### src/rtl/logic_unit_pipe_pkg.sv
// Shared definitions for the pipelined logic unit: operation encodings and select width.
package logic_unit_pipe_pkg;

  localparam int LOP_W = 3;

  typedef enum logic [LOP_W-1:0] {
    LOP_AND   = 3'd0,
    LOP_OR    = 3'd1,
    LOP_XOR   = 3'd2,
    LOP_NOR   = 3'd3,
    LOP_ANDN  = 3'd4,
    LOP_ORN   = 3'd5,
    LOP_XNOR  = 3'd6,
    LOP_PASSX = 3'd7
  } lop_e;

endpackage

### src/rtl/logic_result_fifo.sv
// Result buffer for the logic unit: DEPTH entries of result plus flags, push/pop with
// full/empty status and a look-ahead full used to register the upstream ready.
module logic_result_fifo #(
  parameter int DATA_W = 34,
  parameter int DEPTH  = 2
) (
  input  logic              clk,
  input  logic              rst_n,
  input  logic              i_push,
  input  logic              i_pop,
  input  logic [DATA_W-1:0] i_data,
  output logic [DATA_W-1:0] o_data,
  output logic              o_empty,
  output logic              o_full,
  output logic              o_full_nxt
);

  localparam int AW = (DEPTH > 1) ? $clog2(DEPTH) : 1;
  localparam int CW = AW + 1;

  logic [DATA_W-1:0] r_mem [DEPTH];
  logic [AW-1:0]     r_wr_ptr;
  logic [AW-1:0]     r_rd_ptr;
  logic [CW-1:0]     r_count;
  logic [CW-1:0]     w_count_nxt;
  logic              w_push;
  logic              w_pop;

  assign o_empty = (r_count == '0);
  assign o_full  = (r_count == CW'(DEPTH));
  assign w_push  = i_push & ~o_full;
  assign w_pop   = i_pop & ~o_empty;
  assign o_data  = r_mem[r_rd_ptr];

  always_comb begin
    w_count_nxt = r_count;
    if (w_push && !w_pop) w_count_nxt = r_count + CW'(1);
    else if (!w_push && w_pop) w_count_nxt = r_count - CW'(1);
  end

  assign o_full_nxt = (w_count_nxt == CW'(DEPTH));

  // Storage holds data only; validity comes entirely from the control state below.
  always_ff @(posedge clk) begin
    if (w_push) r_mem[r_wr_ptr] <= i_data;
  end

  always_ff @(posedge clk or negedge rst_n) begin
    if (!rst_n) begin
      r_wr_ptr <= '0;
      r_rd_ptr <= '0;
      r_count  <= '0;
    end else begin
      if (w_push) r_wr_ptr <= r_wr_ptr + AW'(1);
      if (w_pop)  r_rd_ptr <= r_rd_ptr + AW'(1);
      r_count <= w_count_nxt;
    end
  end

endmodule

### src/rtl/logic_unit_pipe.sv
// Pipelined bitwise logic unit: eight selectable operations, buffered results with
// zero/all-ones flags and a count of results consumed downstream.
module logic_unit_pipe
  import logic_unit_pipe_pkg::*;
#(
  parameter int WIDTH = 32,
  parameter int DEPTH = 2,
  parameter int CNT_W = 16
) (
  input  logic             clk,
  input  logic             rst_n,
  input  logic             in_valid,
  output logic             in_ready,
  input  logic [LOP_W-1:0] in_op,
  input  logic [WIDTH-1:0] in_x,
  input  logic [WIDTH-1:0] in_y,
  output logic             out_valid,
  input  logic             out_ready,
  output logic [WIDTH-1:0] out_z,
  output logic             out_zero,
  output logic             out_ones,
  output logic [CNT_W-1:0] op_count
);

  localparam int FW = WIDTH + 2;

  logic [WIDTH-1:0] w_z;
  logic [FW-1:0]    w_wr_data;
  logic [FW-1:0]    w_rd_data;
  logic             w_push;
  logic             w_pop;
  logic             w_empty;
  logic             w_full;
  logic             w_full_nxt;
  logic             r_in_ready;
  logic [CNT_W-1:0] r_op_count;

  always_comb begin
    w_z = in_x;
    case (in_op)
      LOP_AND:   w_z = in_x & in_y;
      LOP_OR:    w_z = in_x | in_y;
      LOP_XOR:   w_z = in_x ^ in_y;
      LOP_NOR:   w_z = ~(in_x | in_y);
      LOP_ANDN:  w_z = in_x & ~in_y;
      LOP_ORN:   w_z = in_x | ~in_y;
      LOP_XNOR:  w_z = ~(in_x ^ in_y);
      LOP_PASSX: w_z = in_x;
      default:   w_z = in_x;
    endcase
  end

  assign w_wr_data = {&w_z, ~|w_z, w_z};
  assign w_push    = in_valid & r_in_ready;
  assign w_pop     = ~w_empty & out_ready;

  logic_result_fifo #(
    .DATA_W (FW),
    .DEPTH  (DEPTH)
  ) u_fifo (
    .clk        (clk),
    .rst_n      (rst_n),
    .i_push     (w_push),
    .i_pop      (w_pop),
    .i_data     (w_wr_data),
    .o_data     (w_rd_data),
    .o_empty    (w_empty),
    .o_full     (w_full),
    .o_full_nxt (w_full_nxt)
  );

  // Ready is taken from the post-edge fill level, so a pop while full frees the slot a cycle later.
  always_ff @(posedge clk or negedge rst_n) begin
    if (!rst_n) begin
      r_in_ready <= 1'b0;
      r_op_count <= '0;
    end else begin
      r_in_ready <= ~w_full_nxt;
      if (w_pop) r_op_count <= r_op_count + CNT_W'(1);
    end
  end

  assign in_ready  = r_in_ready;
  assign out_valid = ~w_empty;
  assign out_z     = w_empty ? '0 : w_rd_data[WIDTH-1:0];
  assign out_zero  = ~w_empty & w_rd_data[WIDTH];
  assign out_ones  = ~w_empty & w_rd_data[WIDTH+1];
  assign op_count  = r_op_count;

  logic w_unused;
  assign w_unused = w_full;

endmodule

### config.mk
export PLATFORM = sky130hd
export DESIGN_NAME = logic_unit_pipe
export DESIGN_NICKNAME = d
export VERILOG_FILES = /design/src/rtl/logic_unit_pipe_pkg.sv /design/src/rtl/logic_result_fifo.sv /design/src/rtl/logic_unit_pipe.sv
export SDC_FILE = /design/constraint.sdc
export NUM_CORES = 1
export LEC_CHECK = 0
export ABC_AREA = 1
export BUFFER_PORTS_ARGS = -buffer_cell sky130_fd_sc_hd__buf_2
export CORE_MARGIN = 4
export CORE_UTILIZATION = 58
export CTS_CLUSTER_DIAMETER = 80
export DETAILED_ROUTE_END_ITERATION = 10
export PLACE_DENSITY = 0.93
export SYNTH_ARGS = -nofsm -noshare
export SYNTH_HDL_FRONTEND = slang
export SYNTH_SLANG_ARGS = --single-unit
### constraint.sdc
create_clock -name clk -period 4.01 [get_ports clk]
set_clock_uncertainty 0.15 [all_clocks]
set_input_delay 0.401 -clock clk [delete_from_list [all_inputs] [get_ports clk]]
set_output_delay 0.401 -clock clk [all_outputs]
set_load 0.02 [all_outputs]
Yosys cells after proc, flatten, opt, wreduce, memory -nomap -nowiden
Memory sizes are Yosys's and may differ from the RTL's.
Index checks and enable logic that the tools add are counted.
{ "op_classes": {"n_addsub": 5, "eq_ne": 9, "mux": 6, "n_bitwise": 17, "reduce_logical": 9} }
{ "ops": {"columns": ["op", "n"], "rows": [
  ["32-bit case mux with 8 select lines", 1],
  ["32-bit NOT", 3],
  ["32-bit AND", 2],
  ["32-bit bitwise OR", 2],
  ["32-bit two-way mux", 1],
  ["32-bit AND reduction", 1],
  ["32-bit OR reduction", 1],
  ["32-bit bitwise XOR", 1],
  ["16-bit by 1-bit adder with 16-bit output, second input constant", 1],
  ["3-bit == test, second input constant", 4],
  ["1-bit AND", 6],
  ["3-bit by 2-bit == test with 1-bit output, second input constant", 2],
  ["2-bit == test, second input constant", 2],
  ["2-bit two-way mux", 2],
  ["3-bit by 1-bit == test with 1-bit output, second input constant", 1],
  ["1-bit zero test", 3],
  ["3-bit zero test", 1],
  ["1-bit NOT", 3],
  ["1-bit adder, second input constant", 2],
  ["2-bit by 1-bit adder with 2-bit output, second input constant", 1],
  ["1-bit logical AND", 2],
  ["2-bit zero test", 1],
  ["1-bit two-way mux", 2],
  ["2-bit by 1-bit subtractor with 2-bit output, second input constant", 1]
]} }
{ "totals": {"ff_bits": 21, "mem_bits_rw": 68, "input_bits": 71, "elab_cells": 52, "memories": 1} }
{ "memory_table": {"columns": ["name", "words", "width", "rd", "rd_clocked_by_memory_dff", "wr", "line", "source"], "rows": [
  ["u_fifo.r_mem", 2, 34, 1, 0, 1, "logic_result_fifo.sv:21", "logic [DATA_W-1:0] r_mem [DEPTH];"]
]} }

Longest topological paths before layout
Gate-level depths: netlist (run 1).
{ "logic_depth": {"word_depth": 9, "depth_mapped": 15, "ltp_nobuf": 13} }

Hierarchy
Synthesis (run 1) repeated with hierarchy kept, for this count alone.
{ "hier_totals": {"hier_cells": 1032, "hier_area_um2": 7450.9} }
{ "modules_own_cells": {"columns": ["module", "instances", "cells_per_inst", "area_per_inst_um2"], "rows": [
  ["logic_unit_pipe", 1, 818, 4697.0],
  ["logic_result_fifo", 1, 214, 2753.9]
]} }

Least setup slack after synthesis (run 1)
Ideal clock, no wire load.
{ "synth_path": {"path_type": "register to register", "startpoint": "reg u_fifo.r_count[0]", "endpoint": "mem u_fifo.r_mem[1][0], enable pin", "t_arrival_ns": 2.324, "required_time_ns": 3.433, "path_slack_ns": 1.110, "stages_incl_launch_ff": 6, "path_buffers": 0, "synth_period_minus_slack_ns": 2.900, "cell_sequence": "dfrtp_1 inv_1 ha_1 nor2_1 nand2_1 nor2_1"} }
{ "synth_via": {"elab_chain_cells": 5} }
{ "synth_lines": {"columns": ["item", "line", "source"], "rows": [
  ["start: declaration", "logic_result_fifo.sv:24", "logic [CW-1:0] r_count;"],
  ["start signal: assignment", "logic_result_fifo.sv:56", "r_count <= w_count_nxt;"],
  ["2-bit == test", "logic_result_fifo.sv:30", "assign o_full = (r_count == CW'(DEPTH));"],
  ["1-bit NOT", "logic_result_fifo.sv:31", "assign w_push = i_push & ~o_full;"],
  ["1-bit AND", "logic_result_fifo.sv:31", null],
  ["1-bit two-way mux", "logic_result_fifo.sv:45", "if (w_push) r_mem[r_wr_ptr] <= i_data;"],
  ["1-bit two-way mux (implied by the code)", "logic_result_fifo.sv:45", null],
  ["end: declaration", "logic_result_fifo.sv:21", null]
]} }
No other way between the ends.

Worst setup path in the final report (run 1)
{ "layout_path": {"startpoint": "in in_op[1]", "endpoint": "mem u_fifo.r_mem[1][33] (data pin)"} }
{ "layout_via": {"elab_chain_cells": 3, "word_cells_on_any_way": 10, "cone_classes": "eq/ne (7); mux (1); reduce/logical (2)"} }
{ "layout_lines": {"columns": ["item", "line", "source"], "rows": [
  ["start: declaration", "logic_unit_pipe.sv:14", "input logic [LOP_W-1:0] in_op,"],
  ["3-bit == test (tied with other cells)", "logic_unit_pipe.sv:40", "case (in_op)"],
  ["32-bit case mux with 8 select lines (*)", "logic_unit_pipe.sv:40", null],
  ["named net u_fifo.i_data[21]", "logic_result_fifo.sv:11", "input logic [DATA_W-1:0] i_data,"],
  ["32-bit AND reduction (*)", "logic_unit_pipe.sv:53", "assign w_wr_data = {&w_z, ~|w_z, w_z};"],
  ["named net u_fifo.i_data[33]", "logic_result_fifo.sv:11", null]
]} }
Mark *: on every way through the listed nets, which the timed path passes. The rest lies on a longest branch.

==> metrics, run 1 <==
Setup crit start kind input port; critical path arrival 2.92 ns; TritonCTS clock tree done; row cnt 41; Power Dens Cells 462 mW/mm²; Post-synth ARST share 0.236; crit end category flip-flop; share of cells above drive strength 1 0.155; routability cong. 0.904; CTS Buf Count 9; Crit. Startpoint in_op[1]; cell taking the most area after synthesis edfxtp_1; Setup Fix Bufs, Post-CTS 0; Total GRT Usage 0.262; Routed Antenna Nets 0; PostCTS Resize Cnt 0; Final HPWL DP 14.3 mm; Post-synth top cells 292 x nand2_1, 177 x inv_1, 151 x nor2_1; Gate Count Post-Synth 1073; Pint 0.00226 W; DRT iter0 DRCs 804; post-route DRC violation count 0; fin. max-slew vios 0; clk root buf clkbuf_16; WS Path Type in -> reg; flop and latch count out of synthesis 89; Seq pwr share 0.345; Peak VDD IR 325 µV; H-tree depth 3; final-layout fill cell count 1026; total number of vias 7377; Max transition margin 0.404; Via density 5.48; Die X 123 µm; Setup TNS 0 ns; Max Cap Viol 0; Sw Share 0.429; Most used DFF post-synth edfxtp_1; DRT Pass-1 Iters 6; unrepaired setup endpoints after global routing no; count leader, synth nand2_1; Synth area leaders edfxtp_1 27%, nand2_1 14%, ha_1 11%; IO Port Bufs 122; Worst Max-Slew Pin Slew 0.892 ns; Ant. Diodes 0; Worst-Skew Late Latency 0.33 ns; synthesized area per cell 7.14 µm²; worst-path fanout max 27; Fmax 0.346 GHz; Yosys cell types 35; Worst Hold Launch out_ready; vias in the first global route 6710; Die H 123 µm; initial antenna violation count 0; Sw Pwr 0.00170 W; Mapped Area 0.00766 mm²; area delta synth->final 11.9%; fin crit share 0.721; clock sinks 89; area fraction of the dominant cell type after synthesis 0.267; outcome finished clean; first-pass GRT wire length 31.7 mm; RR Startpoint u_fifo.r_count[0]; Core Util, Final 0.670; Worst Path Required 4.04 ns; die footprint 0.0151 mm²; synthesis warning total 0; WL/cell 14.7 µm; final net count 1307; Leakage 4.68 nW; syn nets 1211; Routed WL 19.8 mm; final hold violation count 0; total grt overflow 0; clock share of power 0.205; final instance area 0.00856 mm²; io pins 123; Seq/Total Area, Yosys 0.335; min-delay worst type in -> reg; combinational fraction of design power 0.450; Reg clk slew, reported paths 0.06 ns; Initial Utilization 0.599; Final min period 2.89 ns; # setup viols final 0; number of synthesized flops with an enable pin 68; core area 0.0128 mm²; largest net degree at the start of global routing 56; placed instance area 0.00826 mm²; maximum clock path buffer count 2
[cell type report]
type	count	area, µm²	area share
inverters	181	682	0.0796
clock inverters	7	71.3	0.00833
multi-input cells	754	4100	0.479
well taps	172	215	0.0251
clock buffers	9	225	0.0263
flip-flops and latches	89	2570	0.300
repair buffers	134	703	0.0821
[path summary, 6_finish.rpt]
kind	to	slack, ns	cells after the start
hold reg to reg	op_count[14]	0.34	1
max in group asynchronous	op_count[12]	2.99	2
setup / recovery	u_fifo.r_mem[1][33]	1.12	12
hold / removal	u_fifo.r_rd_ptr	0.26	3
min in group asynchronous	op_count[3]	0.40	2
setup reg to reg	op_count[14]	1.47	11
[flip-flops by register name, summed over array words and instances, names as in the netlist]
register	cells
in_ready	1
op_count	16
u_fifo.r_count	2
u_fifo.r_mem	68
u_fifo.r_rd_ptr	1
u_fifo.r_wr_ptr	1
[placed cells by master, fill, tap and decap left out, types with 2 or more instances in the layout]
cell type	count
nand2_1	292
inv_1	177
nor2_1	149
buf_2	122
edfxtp_1	68
ha_1	67
nand3_1	56
nand4_1	51
o21ai_0	36
nand3b_1	29
a21oi_1	22
dfrtp_1	21
nand3_2	15
xor2_1	11
buf_4	11
clkbuf_16	9
xnor2_1	7
nor2_2	3
nand3b_2	3
clkinv_4	3
clkinv_2	3
nor2_8	2
inv_2	2
nand2_2	2
nor3_4	2
nor3_1	2
[repair_timing]
| item | 4_1_cts | 5_1_grt |
|---|---|---|
| setup endpoints to repair | 0 | 0 |
| hold buffers | 1 | 0 |
| hold endpoints to repair | 21 | 0 |
[metrics by stage]
stage / setup WS (ns) / power [W] / hold slack [ns] / instances
after detailed placement: 0.925 / 0.00314 / 0.220 / 1329
after floorplan: 1.11 / 0.00252 / -0.0446 / 1073
after CTS: 1.21 / 0.00396 / 0.254 / 1346
final: 1.12 / 0.00396 / 0.263 / 1346
after global placement: 1.01 / 0.00308 / 0.223 / 1329
after global routing: 0.989 / 0.00420 / 0.262 / 1346
[routing by layer]
layer  part of all wire  track usage  vias up
met3               0.10       0.0316       29
li1                   -            -     3576
met1               0.40        0.346     3381
met2               0.48        0.454      391
met5                  0            0        -
met4              0.017       0.0770        0
[cell families (layout without fill, tap and decap cells)]
family	Yosys count	in the layout	share of synthesized area
AND/OR/NAND/NOR	609	609	0.365
buffers and inverters	230	331	0.130
flip-flops	89	89	0.335
adder cells (fa/ha/maj)	67	67	0.109
AO/OA/AOI/OAI	60	60	0.0394
XOR/XNOR	18	18	0.0206
[power groups by stage]
stage          clock (W)  sequential, W  combinational [W]
3_5_place_dp           0        0.00138            0.00176
6_report        0.000812        0.00136            0.00178
4_1_cts         0.000818        0.00136            0.00178
2_1_floorplan          0        0.00138            0.00115
5_1_grt         0.000852        0.00138            0.00196
3_3_place_gp           0        0.00136            0.00171
[worst max-delay path, cell delays in order]
cell and delay (ns):
buf_2 0.29, nor2_2 0.63, nand2_2 0.57, nand2_1 0.18, nand3b_1 0.09, nand3_1 0.20
nand2_1 0.09, inv_1 0.08, nand2_1 0.05, nor2_1 0.11, nand2_1 0.07, nor2_1 0.14
Power figures use the tool's default switching activity.
==> inputs of run 2 (changes only) <==
Settings changed: CORE_UTILIZATION 58 to 53, PLACE_DENSITY 0.93 to 0.89.
Clock period 4.01 ns to 2.55 ns, I/O delays scaled along.
==> run 2 against run 1 <==
Compared with the run above:
- power is 57% higher
- combinational power is 65% higher
- flip-flop and latch count did not move
- clock power grew 45%
- register-to-register slack lost 1.1 ns
- first-iteration DRC count fell by 9.8%
- core utilization is 4.7 points lower
- final cell count grew 1.5%
- worst setup slack got worse by 0.91 ns
- hold slack got worse by 0.19 ns
- largest cell class unchanged
- highest routed layer unchanged
==> metrics, run 2 (synthesized netlist as in run 1, its figures left out) <==
first-pass GRT wire length 31.9 mm (+0.42%); core area 0.0140 mm² (+9.5%); clock sinks 89 (unchanged); WS Path Type reg -> out; io pins 123 (unchanged); biggest cell delay along the critical path 0.37 ns (-0.26 ns); Leakage 4.75 nW (+1.4%); Via density 5.30 (-3.3%); CTS Buf Count 9 (unchanged); Setup crit start kind flip-flop; Final HPWL DP 14.1 mm (-1.2%); row cnt 43 (+4.9%); final net count 1319 (+0.92%); area of the multi-input gates 0.00410 mm² (unchanged); Max Cap Viol 0 (unchanged); # setup viols final 0 (unchanged); Worst Path Required 2.14 ns (-1.90 ns); Peak VDD IR 405 µV (+25%); Final min period 2.34 ns; post-route DRC violation count 0 (unchanged); max reg flops 68 (unchanged); Setup TNS 0 ns (unchanged); critical path arrival 1.93 ns (-0.99 ns); area delta synth->final 13.9%; Cell Chain, Critical Path inv_1 -> ha_1 -> inv_1 -> buf_4 -> o21ai_0 -> nor2_1 -> buf_2; TritonCTS clock tree done; Worst-Skew Late Latency 0.34 ns (about the same); total number of vias 7240 (-1.9%); DRT iter0 DRCs 725 (-9.8%); H-tree depth 3 (unchanged); Worst path most repeated cell inv_1; Routed Antenna Nets 0 (unchanged); outcome finished clean; Biggest register u_fifo.r_mem; critical path's slowest cell dfrtp_1; share of cells above drive strength 1 0.159 (+0.00433); Crit path max-delay family buffers and inverters; Fmax 0.428 GHz; PostCTS Resize Cnt 0 (unchanged); min-delay worst type in -> reg; fin crit share 0.917; Setup Fix Bufs, Post-CTS 0 (unchanged); worst-path fanout max 35 (+30%); crit end category output pin; Reg area 0.00257 mm² (unchanged); Crit path buffers/inverters 4 (+2); Reg clk slew, reported paths 0.06 ns (about the same); commonest non-fill, non-tap cell in the layout nand2_1; WL/cell 14.3 µm (-2.4%); die footprint 0.0164 mm² (+8.8%); final hold violation count 0 (unchanged); DRT Pass-1 Iters 6 (unchanged); unrepaired setup endpoints after global routing no; initial antenna violation count 0 (unchanged); largest net degree at the start of global routing 52 (-7.1%); IO Port Bufs 122 (unchanged); CTS Hold Bufs 1 (unchanged); most frequent cells in the layout 292 x nand2_1, 177 x inv_1, 149 x nor2_1; Power Dens Cells 711 mW/mm² (+54%); Hold Worst Slack 0.0751 ns (-0.188 ns); Initial Utilization 0.547 (-0.0521); clk root buf clkbuf_16; Die X 128 µm (+4.3%); fin. max-slew vios 0 (unchanged); routability cong. 0.886 (-2.0%); maximum clock path buffer count 2 (unchanged); Max transition margin 0.692 (+0.287); final-layout fill cell count 1182 (+15%); total grt overflow 0 (unchanged); vias in the first global route 6696 (-0.21%); Routed WL 19.6 mm (-0.96%); Die H 128 µm (+4.3%); Total GRT Usage 0.237 (-0.0252); Worst Max-Slew Pin Slew 0.462 ns (-0.430 ns); Ant. Diodes 0 (unchanged)
-- run 2: report_power, final --
group / total [W] / internal [W] / switching (W)
sequential: 0.00210 / 0.00196 / 0.000135
combinational: 0.00293 / 0.000889 / 0.00204
clock: 0.00118 / 0.000687 / 0.000489
-- run 2: worst paths after layout --
path / cells after the start / slack, ns / to / start
max: 7 / 0.21 / out_ones / u_fifo.r_count[0]
min: 3 / 0.08 / u_fifo.r_wr_ptr / in_valid
max reg2reg: 10 / 0.37 / op_count[13] / u_fifo.r_count[0]
min reg2reg: 1 / 0.33 / op_count[15] / op_count[15]
max in group asynchronous: 2 / 1.68 / op_count[9] / rst_n
min in group asynchronous: 2 / 0.25 / op_count[2] / rst_n
-- run 2: layer usage --
layer,vias up,track usage,share of wire
met1,3259,0.326,0.42
met3,28,0.0325,0.095
li1,3603,-,-
met5,-,0,0
met2,350,0.389,0.47
met4,0,0.0718,0.017
-- run 2: cell type report --
cell class                 count  share of cell area
timing repair buffer         146               0.101
clock buffer                  15              0.0296
multi-input combinational    754               0.470
inverter                     181              0.0782
sequential                    89               0.294
tap                          180              0.0258
clock inverter                 1            0.000574
-- run 2: metrics by stage --
stage | util | total power [W] | worst slack, ns | instances | cell area, µm²
after floorplan | - | 0.00397 | 0.206 | 1073 | 7660
after global placement | 0.604 | 0.00492 | 0.342 | 1349 | 8450
after detailed placement | 0.604 | 0.00500 | 0.293 | 1349 | 8450
after CTS | 0.623 | 0.00622 | 0.193 | 1366 | 8720
after global routing | 0.623 | 0.00659 | 0.103 | 1366 | 8720
final | 0.623 | 0.00620 | 0.211 | 1366 | 8720
-- run 2: worst register-to-register path, stage by stage, from the launching register on --
cell and delay (ns):
dfrtp_1 0.37, inv_1 0.08, ha_1 0.20, inv_1 0.08
nand2_2 0.11, nor3_1 0.34, nand2_1 0.14, nor3_2 0.20
nand3_1 0.15, nor2_1 0.14, xor2_1 0.16
